$ cat src/rtl/uart_rx_conditioner.sv
// Board-side UART RX pin conditioner: resynchroniser, glitch filter, fall and line-break reporting.
// Break detector is built only when UART_RX_CONDITIONER_BREAK_EN is defined.
module uart_rx_conditioner #(
  parameter int SYNC_STAGES   = 2,
  parameter int FILTER_CYCLES = 4,
  parameter int BREAK_CYCLES  = 2048
) (
  input  logic clock,
  input  logic reset,
  input  logic uart_rx,
  output logic rx_clean,
  output logic rx_fall,
  output logic break_active,
  output logic break_detected
);

  localparam int FCW = $clog2(FILTER_CYCLES + 1);
  localparam logic [FCW-1:0] FILT_LAST = FCW'(FILTER_CYCLES - 1);

  generate
    if (SYNC_STAGES < 2 || FILTER_CYCLES < 1 || BREAK_CYCLES <= FILTER_CYCLES) begin : g_param_check
      $error("uart_rx_conditioner: illegal SYNC_STAGES/FILTER_CYCLES/BREAK_CYCLES");
    end
  endgenerate

  logic [SYNC_STAGES-1:0] sync_r;
  logic [FCW-1:0]         filt_cnt_r;
  logic                   samp_s;
  logic                   flip_s;

  // Filter decision: flip once FILTER_CYCLES consecutive samples disagree with rx_clean
  always_comb begin
    samp_s = sync_r[SYNC_STAGES-1];
    flip_s = 1'b0;
    if (samp_s != rx_clean) begin
      flip_s = (filt_cnt_r == FILT_LAST);
    end else begin
      flip_s = 1'b0;
    end
  end

  // Synchroniser chain, preset to the idle level
  always_ff @(posedge clock) begin
    if (reset) begin
      sync_r <= {SYNC_STAGES{1'b1}};
    end else begin
      sync_r <= {sync_r[SYNC_STAGES-2:0], uart_rx};
    end
  end

  // Glitch filter and falling-edge pulse
  always_ff @(posedge clock) begin
    if (reset) begin
      filt_cnt_r <= {FCW{1'b0}};
      rx_clean   <= 1'b1;
      rx_fall    <= 1'b0;
    end else if (samp_s == rx_clean) begin
      filt_cnt_r <= {FCW{1'b0}};
      rx_fall    <= 1'b0;
    end else if (flip_s) begin
      filt_cnt_r <= {FCW{1'b0}};
      rx_clean   <= samp_s;
      rx_fall    <= ~samp_s;
    end else begin
      filt_cnt_r <= filt_cnt_r + FCW'(1);
      rx_fall    <= 1'b0;
    end
  end

`ifdef UART_RX_CONDITIONER_BREAK_EN
  localparam int LCW = $clog2(BREAK_CYCLES + 1);
  localparam logic [LCW-1:0] LOW_MAX = LCW'(BREAK_CYCLES);
  localparam logic [LCW-1:0] LOW_HIT = LCW'(BREAK_CYCLES - 1);

  logic [LCW-1:0] low_cnt_r;
  logic           rise_s;
  logic           hit_s;

  // A low period that ends on this very edge is not reported as a break
  always_comb begin
    rise_s = flip_s & samp_s;
    hit_s  = ~rx_clean & (low_cnt_r == LOW_HIT) & ~rise_s;
  end

  // Low-period counter, saturating so only one break is flagged per low period
  always_ff @(posedge clock) begin
    if (reset) begin
      low_cnt_r      <= {LCW{1'b0}};
      break_active   <= 1'b0;
      break_detected <= 1'b0;
    end else begin
      if (rx_clean) begin
        low_cnt_r <= {LCW{1'b0}};
      end else if (low_cnt_r != LOW_MAX) begin
        low_cnt_r <= low_cnt_r + LCW'(1);
      end else begin
        low_cnt_r <= low_cnt_r;
      end
      break_detected <= hit_s;
      if (rise_s) begin
        break_active <= 1'b0;
      end else if (hit_s) begin
        break_active <= 1'b1;
      end else begin
        break_active <= break_active;
      end
    end
  end
`else
  assign break_active   = 1'b0;
  assign break_detected = 1'b0;
`endif

endmodule
$ cat config.mk
export PLATFORM = sky130hd
export DESIGN_NAME = uart_rx_conditioner
export DESIGN_NICKNAME = d
export VERILOG_FILES = /design/src/rtl/uart_rx_conditioner.sv
export SDC_FILE = /design/constraint.sdc
export NUM_CORES = 1
export LEC_CHECK = 0
export CORE_AREA = 5 5 42 44
export CTS_CLUSTER_SIZE = 20
export DETAILED_ROUTE_END_ITERATION = 8
export DIE_AREA = 0 0 47 49
export SLEW_MARGIN = 40
export SYNTH_ARGS = -nofsm -noshare
export SYNTH_HDL_FRONTEND = slang
export SYNTH_SLANG_ARGS = --single-unit
$ cat constraint.sdc
create_clock -name clock -period 1.6 [get_ports clock]
set_input_delay 0.16 -clock clock [delete_from_list [all_inputs] [get_ports clock]]
set_output_delay 0.16 -clock clock [all_outputs]
set_load 0.005 [all_outputs]
Word-level counts from Yosys, hierarchy flattened
Cells that the tools add are included.
{"block": "word_totals", "regBits": 7, "output_inout_bits": 4, "word_cells": 15}
{"block": "op_classes", "n_addsub": 1, "eq_ne": 3, "mux": 1, "bitwise_logic": 3, "reduce_logical": 3}
{"operator": "3-bit OR reduction", "count": 2}
{"operator": "3-bit by 1-bit adder with 3-bit output (second input constant)", "count": 1}
{"operator": "3-bit by 2-bit equality test with 1-bit output (second input constant)", "count": 1}
{"operator": "1-bit inverter", "count": 3}
{"operator": "2-bit AND reduction", "count": 1}
{"operator": "1-bit equality test", "count": 1}
{"operator": "1-bit two-way mux", "count": 1}
{"operator": "1-bit != test", "count": 1}

Logic depth before layout (Yosys ltp)
Gate-level depths: netlist (run 1).
{"block": "logic_depth", "ltp_word": 4, "depth_mapped": 4}

Worst setup path before layout (run 1)
OpenSTA, ideal clock, no wires.
{"block": "synth_timing", "kind": "register -> register", "from": "register filt_cnt_r[0]", "to": "register rx_clean", "setup_time_ps": 120, "arrival_ps": 992, "required_ps": 1480, "setup_slack_ps": 488, "path_stages_with_launch": 4, "n_path_buf": 0, "period_less_slack_ps": 1112, "path_cell_list": "dfxtp_1 ha_1 ha_1 a211o_1"}
{"block": "synth_between", "elab_chain_cells": 3}
{"element": "from (decl)", "line": "27", "rtl": "logic [FCW-1:0] filt_cnt_r;"}
{"element": "from (signal assigned)", "line": "54", "rtl": "filt_cnt_r <= {FCW{1'b0}};"}
{"element": "from (signal assigned)", "line": "58", "rtl": "filt_cnt_r <= {FCW{1'b0}};"}
{"element": "from (signal assigned)", "line": "61", "rtl": "filt_cnt_r <= {FCW{1'b0}};"}
{"element": "3-bit by 2-bit equality test with 1-bit output", "line": "36", "rtl": "flip_s = (filt_cnt_r == FILT_LAST);"}
{"element": "1-bit two-way mux", "line": "35", "rtl": "if (samp_s != rx_clean) begin"}
{"element": "2-bit AND reduction (no source line)"}
{"element": "to (signal assigned)", "line": "62", "rtl": "rx_clean <= samp_s;"}
{"element": "to (decl)", "line": "11", "rtl": "output logic rx_clean,"}
No other way between the ends.
A chain may end at the register's enable or synchronous reset.

Final worst setup path (run 1)
{"block": "layout_timing", "from": "register rx_clean", "to": "output rx_clean"}
No word-level cell between the ends.

==> reports/results.ini, run 1 <==
[outcome]
status = completed

[critical_path]
cp.required_ns = 1.44
cp-start-kind = flop
arrival_ns = 1.14
critical_path_class = reg -> out
ff2ff_path_depth = 4
end_kind = primary output
timing.critical_path.to = rx_clean
cp_num_buf_inv = 1
cp_top_family = buffers and inverters
rrSetupSlack_ns = 0.41
path_max_fanout = 4
worstPathCellList = clkdlybuf4s50_1
worstReg2RegEnd = rx_clean
cp.depth = 1
worst_path_largest_cell_delay_ns = 0.52
rr_startpoint = filt_cnt_r[0]
slowest_stage = clkdlybuf4s50_1
startpoint = rx_clean

[layout]
syn2layout_area_growth_pct = 28.4
final_cell_mix = dfxtp_1, clkdlybuf4s50_1, clkbuf_4
final_common_cell = dfxtp_1
diodes = 0
nNetsFinal = 35
fin_cells = 45
drive_above_1_share_pct = 24.1

[routing]
drt-pass1-iter-count = 2
routedWlPerCell_um = 8.44
drcViolationCount = 0
drtIter0Drc = 5
routed_wl_um = 380
vias_per_cell = 3.73
num_vias = 168
antenna_left = 0

[cts]
clockBufferDepth = 2
clkTransAtPathRegs_ns = 0.05
ctsHoldBuffers = 0
cts-buffers-inserted = 3
cts_num_sinks = 7
cts_tree = built
cts_resized = 0
cts_root_buffer = clkbuf_4
htreeDepth = 1
clk_latency_ns = 0.26
postCtsSetupBuffers = 0

[synth]
ys_seq_elements = 7
ys_warn_count = 0
syn_area_um2 = 264
ys_seq_area_share_pct = 53.1
ys_types = 12
synthCells = 22
synth.avg_cell_area_um2 = 12.0

[timing]
period_needed_ns = 1.30
rsz0062_at_grt = false
fin_worst_skew_ns = 0.00415
fin_crit_sh_pct = 81.3
worst_hold_slack_ns = 0.407
fin_tns_setup_ns = 0
max_freq_mhz = 768
hold_viol_final = 0
maxSlewViolCount = 0
setup_violations = 0

[floorplanning]
dieArea_um2 = 2300
fp-row-count = 14
io_pins = 7
fp.dieH_um = 49
initial_core_util_pct = 18.8
die_w_um = 47
coreArea_um2 = 1400

[placed_design]
dp_hpwl_um = 279
placedCellCount = 41
place_congestion = 0.578
portBuffers = 4

[global_routing]
overflow = 0
antenna_found_initial = 0
grt_pass1_wl_um = 655
grt_pass1_vias = 159
grt_max_degree = 8
track_usage_pct = 4.80

[worst_hold_path]
hold_class = reg -> reg

[run]
drv_cap = 0

[power_and_ir_drop]
p_per_area_nw_per_um2 = 1040
vdd_drop_max_v = 0.000454
p_leak_nw = 0.128

[worst min path at each step]
stage / start / depth (start not counted) / endpoint / slack (ns)
after floorplan: reset / 1 / filt_cnt_r[1] / 0.23
final: sync_r[0] / 1 / sync_r[1] / 0.41
after global placement: sync_r[0] / 1 / sync_r[1] / 0.39
after CTS: sync_r[0] / 1 / sync_r[1] / 0.41
after global routing: sync_r[0] / 1 / sync_r[1] / 0.45
after detailed placement: sync_r[0] / 1 / sync_r[1] / 0.40
[registers in the layout, indices dropped and copies added (netlist names)]
| register | flops |
|---|---|
| sync_r | 2 |
| rx_fall | 1 |
| rx_clean | 1 |
| filt_cnt_r | 3 |
[Yosys cell counts]
cell type	number	area [um2]
inv_1	1	3.75
a211o_1	1	8.76
nor4b_2	1	15.0
or2_2	2	12.5
dfxtp_1	7	140
conb_1	1	3.75
buf_4	2	15.0
xnor2_1	1	8.76
ha_1	2	25.0
and4bb_2	1	12.5
nor2b_1	1	6.26
nor4_1	2	12.5
[cells by family (layout without fill, tap and decap cells)]
kind of cell / count (synthesis) / after routing / share of synthesized area (%)
XOR/XNOR: 1 / 1 / 3.32
buffers and inverters: 3 / 9 / 7.11
AO/OA/AOI/OAI: 1 / 1 / 3.32
AND/OR/NAND/NOR: 7 / 7 / 22.3
adder cells (fa/ha/maj): 2 / 2 / 9.48
other: 1 / 2 / 1.42
flip-flops: 7 / 7 / 53.1
[layer usage]
| metal | GRT usage (%) | wire, um | vias to the layer above |
|---|---|---|---|
| li1 | - | - | 86 |
| met1 | 4.66 | 164 | 71 |
| met2 | 4.52 | 143 | 9 |
| met3 | 6.64 | 61 | 2 |
| met4 | 4.15 | 10 | 0 |
| met5 | 0 | 0 | - |
[through the flow]
| stage | util (%) | cell area, um2 | setup slack, ns | power (mW) |
|---|---|---|---|---|
| after floorplan | - | 268 | 0.488 | 0.192 |
| after global placement | 22.3 | 313 | 0.416 | 0.195 |
| after detailed placement | 22.3 | 313 | 0.411 | 0.196 |
| after CTS | 24.2 | 339 | 0.281 | 0.362 |
| after global routing | 24.2 | 339 | 0.245 | 0.380 |
| final | 24.2 | 339 | 0.299 | 0.354 |
[report_power, final]
part           switching, mW  internal, mW
clock                 0.0670        0.0953
combinational        0.00540       0.00757
sequential           0.00139         0.178
total                 0.0738         0.281
[final cells by class]
type | instances | area, um2
Timing Repair Buffer | 4 | 40.0
Sequential cell | 7 | 140
Tap cell | 16 | 20.0
Inverter | 1 | 3.75
Multi-Input combinational cell | 13 | 109
Clock buffer | 4 | 26.3
Fill cell | 156 | 1060
No activity file was read; power rests on OpenSTA's default activity.
==> inputs of run 2 (changes only) <==
==> constraint.sdc (replaced) <==
create_clock -name clock -period 1.2 [get_ports clock]
set_input_delay 0.12 -clock clock [delete_from_list [all_inputs] [get_ports clock]]
set_output_delay 0.12 -clock clock [all_outputs]
set_load 0.005 [all_outputs]
==> run 2 against run 1 <==
Via count is 0.60% lower. Power is 32% higher. Critical path depth is 3 higher. Clock skew is 0.00072 ns lower. Routed wire length is 1.6% higher. Cell area is 1.5% higher. Cell count stayed put. Non-clock buffer count stayed put. First-iteration DRC count is 100% lower. Combinational power is 33% higher. Sequential cell count stayed put. Register-to-register slack worse by 0.35 ns.
==> reports/results.ini, run 2 (synthesized netlist as in run 1, its figures left out) <==
[outcome]
status = completed  ; unchanged

[floorplanning]
io_pins = 7  ; unchanged
dieArea_um2 = 2300  ; unchanged
die_w_um = 47  ; unchanged
coreArea_um2 = 1400  ; unchanged
fp.dieH_um = 49  ; unchanged
initial_core_util_pct = 18.8  ; unchanged
fp-row-count = 14  ; unchanged

[power_and_ir_drop]
p_int_mw = 0.374  ; was 0.281 mW
p_per_area_nw_per_um2 = 1350  ; was 1040 nW/um2
swShare_pct = 19.8  ; was 20.8%
vdd_drop_max_v = 0.000830  ; was 0.000454 V
combPwrFrac_pct = 3.7  ; about the same
seqPwrFrac_pct = 51.2  ; was 50.5%
switchingPower_mw = 0.0925  ; was 0.0738 mW
p_leak_nw = 0.143  ; was 0.128 nW
clkPwrFrac_pct = 45.1  ; was 45.8%

[critical_path]
cp-start-kind = flop  ; unchanged
end_kind = flop  ; was primary output
cp_top_family = adder cells  ; was buffers and inverters
worst_path_largest_cell_delay_ns = 0.33  ; was 0.52 ns
cp_num_buf_inv = 0  ; was 1
critical_path_class = reg -> reg  ; was reg -> out
path_max_fanout = 6  ; was 4
arrival_ns = 1.28  ; was 1.14 ns
cp.required_ns = 1.34  ; was 1.44 ns
worstPathCellList = ha_1 > ha_2 > nor2b_1 > a211o_1  ; was clkdlybuf4s50_1
slowest_stage = dfxtp_1  ; was clkdlybuf4s50_1

[cts]
postCtsSetupBuffers = 0  ; unchanged
cts_num_sinks = 7  ; unchanged
htreeDepth = 1  ; unchanged
clk_latency_ns = 0.25  ; was 0.26 ns
cts_tree = built  ; unchanged
clockBufferDepth = 2  ; unchanged
cts-buffers-inserted = 3  ; unchanged
cts_root_buffer = clkbuf_4  ; unchanged
clkTransAtPathRegs_ns = 0.05  ; about the same

[timing]
max_freq_mhz = 874
fin_crit_sh_pct = 95.4
fin_tns_setup_ns = 0  ; unchanged
period_needed_ns = 1.14
maxSlewViolCount = 0  ; unchanged
setup_violations = 0  ; unchanged
fin_worst_skew_ns = 0.00343  ; was 0.00415 ns
hold_viol_final = 0  ; unchanged
rsz0062_at_grt = false  ; unchanged

[layout]
largest_reg_flops = 3  ; unchanged
fillers = 168  ; was 156
diodes = 0  ; unchanged
final_cell_mix = dfxtp_1, clkbuf_4  ; was dfxtp_1, clkdlybuf4s50_1, clkbuf_4
drive_above_1_share_pct = 31.0  ; was 24.1%
syn2layout_area_growth_pct = 30.3  ; was 28.4%
nNetsFinal = 35  ; unchanged
finalInstanceArea_um2 = 344  ; was 339 um2
top_register = filt_cnt_r  ; unchanged
final_common_cell = dfxtp_1  ; unchanged
reg_top3 = filt_cnt_r: 3 flops, sync_r: 2 flops  ; unchanged

[global_routing]
antenna_found_initial = 0  ; unchanged
grt_pass1_vias = 152  ; was 159
track_usage_pct = 4.30  ; was 4.80%
overflow = 0  ; unchanged
grt_pass1_wl_um = 579  ; was 655 um
grt_max_degree = 8  ; unchanged

[placed_design]
placed_cell_area_um2 = 313  ; unchanged
dp_hpwl_um = 293  ; was 279 um
portBuffers = 4  ; unchanged
place_congestion = 0.617  ; was 0.578

[run]
drv_cap = 0  ; unchanged

[routing]
drcViolationCount = 0  ; unchanged
routed_wl_um = 386  ; was 380 um
antenna_left = 0  ; unchanged
drt-pass1-iter-count = 1  ; was 2
routedWlPerCell_um = 8.58  ; was 8.44 um
drtIter0Drc = 0  ; was 5
vias_per_cell = 3.71  ; was 3.73
num_vias = 167  ; was 168

[worst_hold_path]
hold_class = reg -> reg  ; unchanged

run 2: changes by cell type in the layout (fill, tap and decap cells not counted), sizes merged:
cell	previous run	this run
clkdlybuf4s50	4	2
dlygate4sd2	0	1
dlymetal6s2s	0	1
run 2: final cells by class:
type                    instances  area (um2)  area share [%]
flip-flops and latches          7         141            41.1
multi-input cells              13         111            32.4
repair buffers                  4        41.3            12.0
well taps                      16        20.0            5.82
clock buffers                   4        26.3            7.64
inverters                       1        3.75            1.09
run 2: power by group through the flow:
| stage | Combinational (mW) | Sequential (mW) | Clock (mW) |
|---|---|---|---|
| floorplan | 0.0122 | 0.243 | 0 |
| global placement | 0.0169 | 0.243 | 0 |
| detailed placement | 0.0174 | 0.244 | 0 |
| CTS | 0.0174 | 0.239 | 0.225 |
| global route | 0.0191 | 0.239 | 0.240 |
| finish | 0.0173 | 0.239 | 0.210 |
run 2: path summary, 6_finish.rpt:
check,end,slack (ns),start,cells past startpoint
max,rx_clean,0.06,filt_cnt_r[0],4
min,sync_r[1],0.40,sync_r[0],1
max reg2reg,rx_clean,0.06,filt_cnt_r[0],4
min reg2reg,sync_r[1],0.40,sync_r[0],1
run 2: metrics by stage:
stage	hold slack [ns]	cells	power [mW]	worst slack (ns)	utilization, %
finish	0.404	45	0.466	0.0552	24.6
global route	0.431	45	0.498	0.00412	24.6
CTS	0.411	45	0.481	0.00120	24.2
detailed placement	0.398	41	0.261	0.0106	22.3
global placement	0.392	41	0.260	0.0366	22.3
floorplan	0.191	23	0.255	0.0878	-
run 2: repair_timing:
item | 4_1_cts | 5_1_grt
hold buffers | 0 | 0
gates resized for setup | 2 | 2
setup endpoints to repair | 1 | 3
run 2: per-layer routing:
layer	vias to the layer above	routed length (um)	track usage [%]	part of all wire [%]
li1	86	-	-	-
met4	0	0	4.15	0
met1	73	163	3.52	42
met3	0	57	5.54	15
met5	-	0	0	0
met2	8	164	4.75	42
==> inputs of run 3 (changes only) <==
--- a/config.mk
+++ b/config.mk
@@ -6,7 +6,6 @@
 export NUM_CORES = 1
 export LEC_CHECK = 0
 export CORE_AREA = 5 5 42 44
-export CTS_CLUSTER_SIZE = 20
 export DETAILED_ROUTE_END_ITERATION = 8
 export DIE_AREA = 0 0 47 49
 export SLEW_MARGIN = 40
==> constraint.sdc (replaced) <==
create_clock -name clock -period 1 [get_ports clock]
set_input_delay 0.1 -clock clock [delete_from_list [all_inputs] [get_ports clock]]
set_output_delay 0.1 -clock clock [all_outputs]
set_load 0.005 [all_outputs]
==> run 3 against run 2 <==
The flow now finishes with violations (negative setup slack). Largest cell class is now multi-input gates. Sequential share of layout area shrank 4.8 points. Clock skew up 0.0043 ns. Power grew 21%. Maximum frequency rose by 11%. Register-to-register slack worse by 0.09 ns. Count of clock-buffer cells in the layout is the same. Setup slack worse by 0.089 ns. Combinational power is 43% higher. Hold slack improved by 0.0065 ns.
==> reports/results.ini, run 3 (synthesized netlist as in run 1, its figures left out) <==
[outcome]
status = complete, but fails checks  ; was completed
violations = negative setup slack

[cts]
cts_root_buffer = clkbuf_4  ; unchanged
cts_tree = built  ; unchanged
ctsHoldBuffers = 0  ; unchanged
clkTransAtPathRegs_ns = 0.05  ; about the same
clockBufferDepth = 2  ; unchanged
clk_latency_ns = 0.25  ; about the same
htreeDepth = 1  ; unchanged
cts_num_sinks = 7  ; unchanged
cts-buffers-inserted = 3  ; unchanged

[floorplanning]
dieArea_um2 = 2300  ; unchanged
die_w_um = 47  ; unchanged
fp-row-count = 14  ; unchanged
coreArea_um2 = 1400  ; unchanged
fp.dieH_um = 49  ; unchanged
initial_core_util_pct = 18.8  ; unchanged
io_pins = 7  ; unchanged

[run]
drv_cap = 0  ; unchanged

[power_and_ir_drop]
p_leak_nw = 0.145  ; was 0.143 nW
p_per_area_nw_per_um2 = 1430  ; was 1350 nW/um2
total_power_mw = 0.563  ; was 0.466 mW
vdd_drop_max_v = 0.00112  ; was 0.000830 V

[critical_path]
cp.required_ns = 1.13  ; was 1.34 ns
path_max_fanout = 6  ; unchanged
critical_path_class = reg -> reg  ; unchanged
arrival_ns = 1.16  ; was 1.28 ns
end_kind = flop  ; unchanged
cp-start-kind = flop  ; unchanged

[global_routing]
grt_pass1_vias = 187  ; was 152
overflow = 0  ; unchanged
grt_pass1_wl_um = 786  ; was 579 um
antenna_found_initial = 0  ; unchanged
track_usage_pct = 5.36  ; was 4.30%
grt_max_degree = 8  ; unchanged

[layout]
top_register = filt_cnt_r  ; unchanged
reg_top3 = filt_cnt_r: 3 flops, sync_r: 2 flops  ; unchanged
syn2layout_area_growth_pct = 48.8  ; was 30.3%
final_common_cell = dfxtp_1  ; unchanged
nNetsFinal = 37  ; was 35
drive_above_1_share_pct = 48.4  ; was 31.0%
fin_cells = 47  ; was 45
final_cell_mix = dfxtp_1, clkbuf_4  ; unchanged
largest_reg_flops = 3  ; unchanged
diodes = 0  ; unchanged

[routing]
drtIter0Drc = 4  ; was 0
routedWlPerCell_um = 9.89  ; was 8.58 um
num_vias = 186  ; was 167
vias_per_cell = 3.96  ; was 3.71
drt-pass1-iter-count = 2  ; was 1
drcViolationCount = 0  ; unchanged
routed_wl_um = 465  ; was 386 um
antenna_left = 0  ; unchanged

[timing]
max_freq_mhz = 967  ; was 874 MHz
fin_crit_sh_pct = 103  ; was 95.4%
maxSlewViolCount = 0  ; unchanged
period_needed_ns = 1.03  ; was 1.14 ns
setup_violations = 2  ; was 0
rsz0062_at_grt = true  ; was false
hold_viol_final = 0  ; unchanged
fin_worst_skew_ns = 0.00770  ; was 0.00343 ns
setup_slack_ns = -0.0340  ; was 0.0552 ns

[placed_design]
portBuffers = 4  ; unchanged
dp_hpwl_um = 326  ; was 293 um
placedCellCount = 42  ; was 41
place_congestion = 0.638  ; was 0.617

[worst_hold_path]
hold_class = reg -> reg  ; unchanged

## run 3: cell types whose count changed in the layout (fill, tap and decap cells not counted), sizes merged
| cell | change |
|---|---|
| dlymetal6s2s | -1 |
| dlygate4sd2 | +1 |
| buf | +2 |
## run 3: final timing paths
| kind | startpoint | end | slack [ns] | depth (start not counted) |
|---|---|---|---|---|
| worst min register to register | sync_r[0] | sync_r[1] | 0.41 | 1 |
| worst min-delay path | sync_r[0] | sync_r[1] | 0.41 | 1 |
| worst max-delay path | filt_cnt_r[0] | rx_clean | -0.03 | 3 |
| worst max register to register | filt_cnt_r[0] | rx_clean | -0.03 | 3 |
## run 3: report_power, final
part / switching, mW / total [mW] / leakage [nW] / internal [mW]
Sequential: 0.00345 / 0.288 / 0.0580 / 0.285
Combinational: 0.00992 / 0.0247 / 0.0725 / 0.0148
Clock: 0.0982 / 0.250 / 0.0150 / 0.152
## run 3: final cells by class
class,count,area (um2)
Inverter,1,3.75
Clock buffer,4,26.3
Timing Repair Buffer,6,52.6
Multi-Input combinational cell,13,148
Tap cell,16,20.0
Fill cell,156,1010
Sequential cell,7,143
## run 3: worst max-delay path, stage by stage, from the launching register on
cell and delay [ns]:
dfxtp_2 0.33, ha_4 0.16, ha_4 0.17, a211o_1 0.25
## run 3: through the flow
stage                TNS, ns  hold slack [ns]  setup slack (ns)  cell area [um2]  utilization [%]
floorplan           -0.00800            0.164          -0.00800              295                -
global placement      -0.234            0.399           -0.0587              348             24.8
detailed placement    -0.406            0.394            -0.102              348             24.8
CTS                  -0.0858            0.411           -0.0471              372             26.5
global route          -0.129            0.406           -0.0664              393             28.0
finish               -0.0399            0.410           -0.0340              393             28.0
## run 3: repair_timing
| item | in CTS | in global routing |
|---|---|---|
| setup endpoints to repair | 5 | 5 |
| pin swaps | 4 | 4 |
| setup buffers | 0 | 1 |
| gates resized for setup | 2 | 2 |
| hold endpoints to repair | 0 | 0 |
## run 3: metal layers
| layer | part of all wire, % | vias up | track usage [%] |
|---|---|---|---|
| met5 | 0 | - | 0 |
| met4 | 0 | 0 | 4.15 |
| met3 | 10 | 0 | 5.54 |
| met2 | 51 | 8 | 6.56 |
| met1 | 39 | 88 | 5.07 |
| li1 | - | 90 | - |
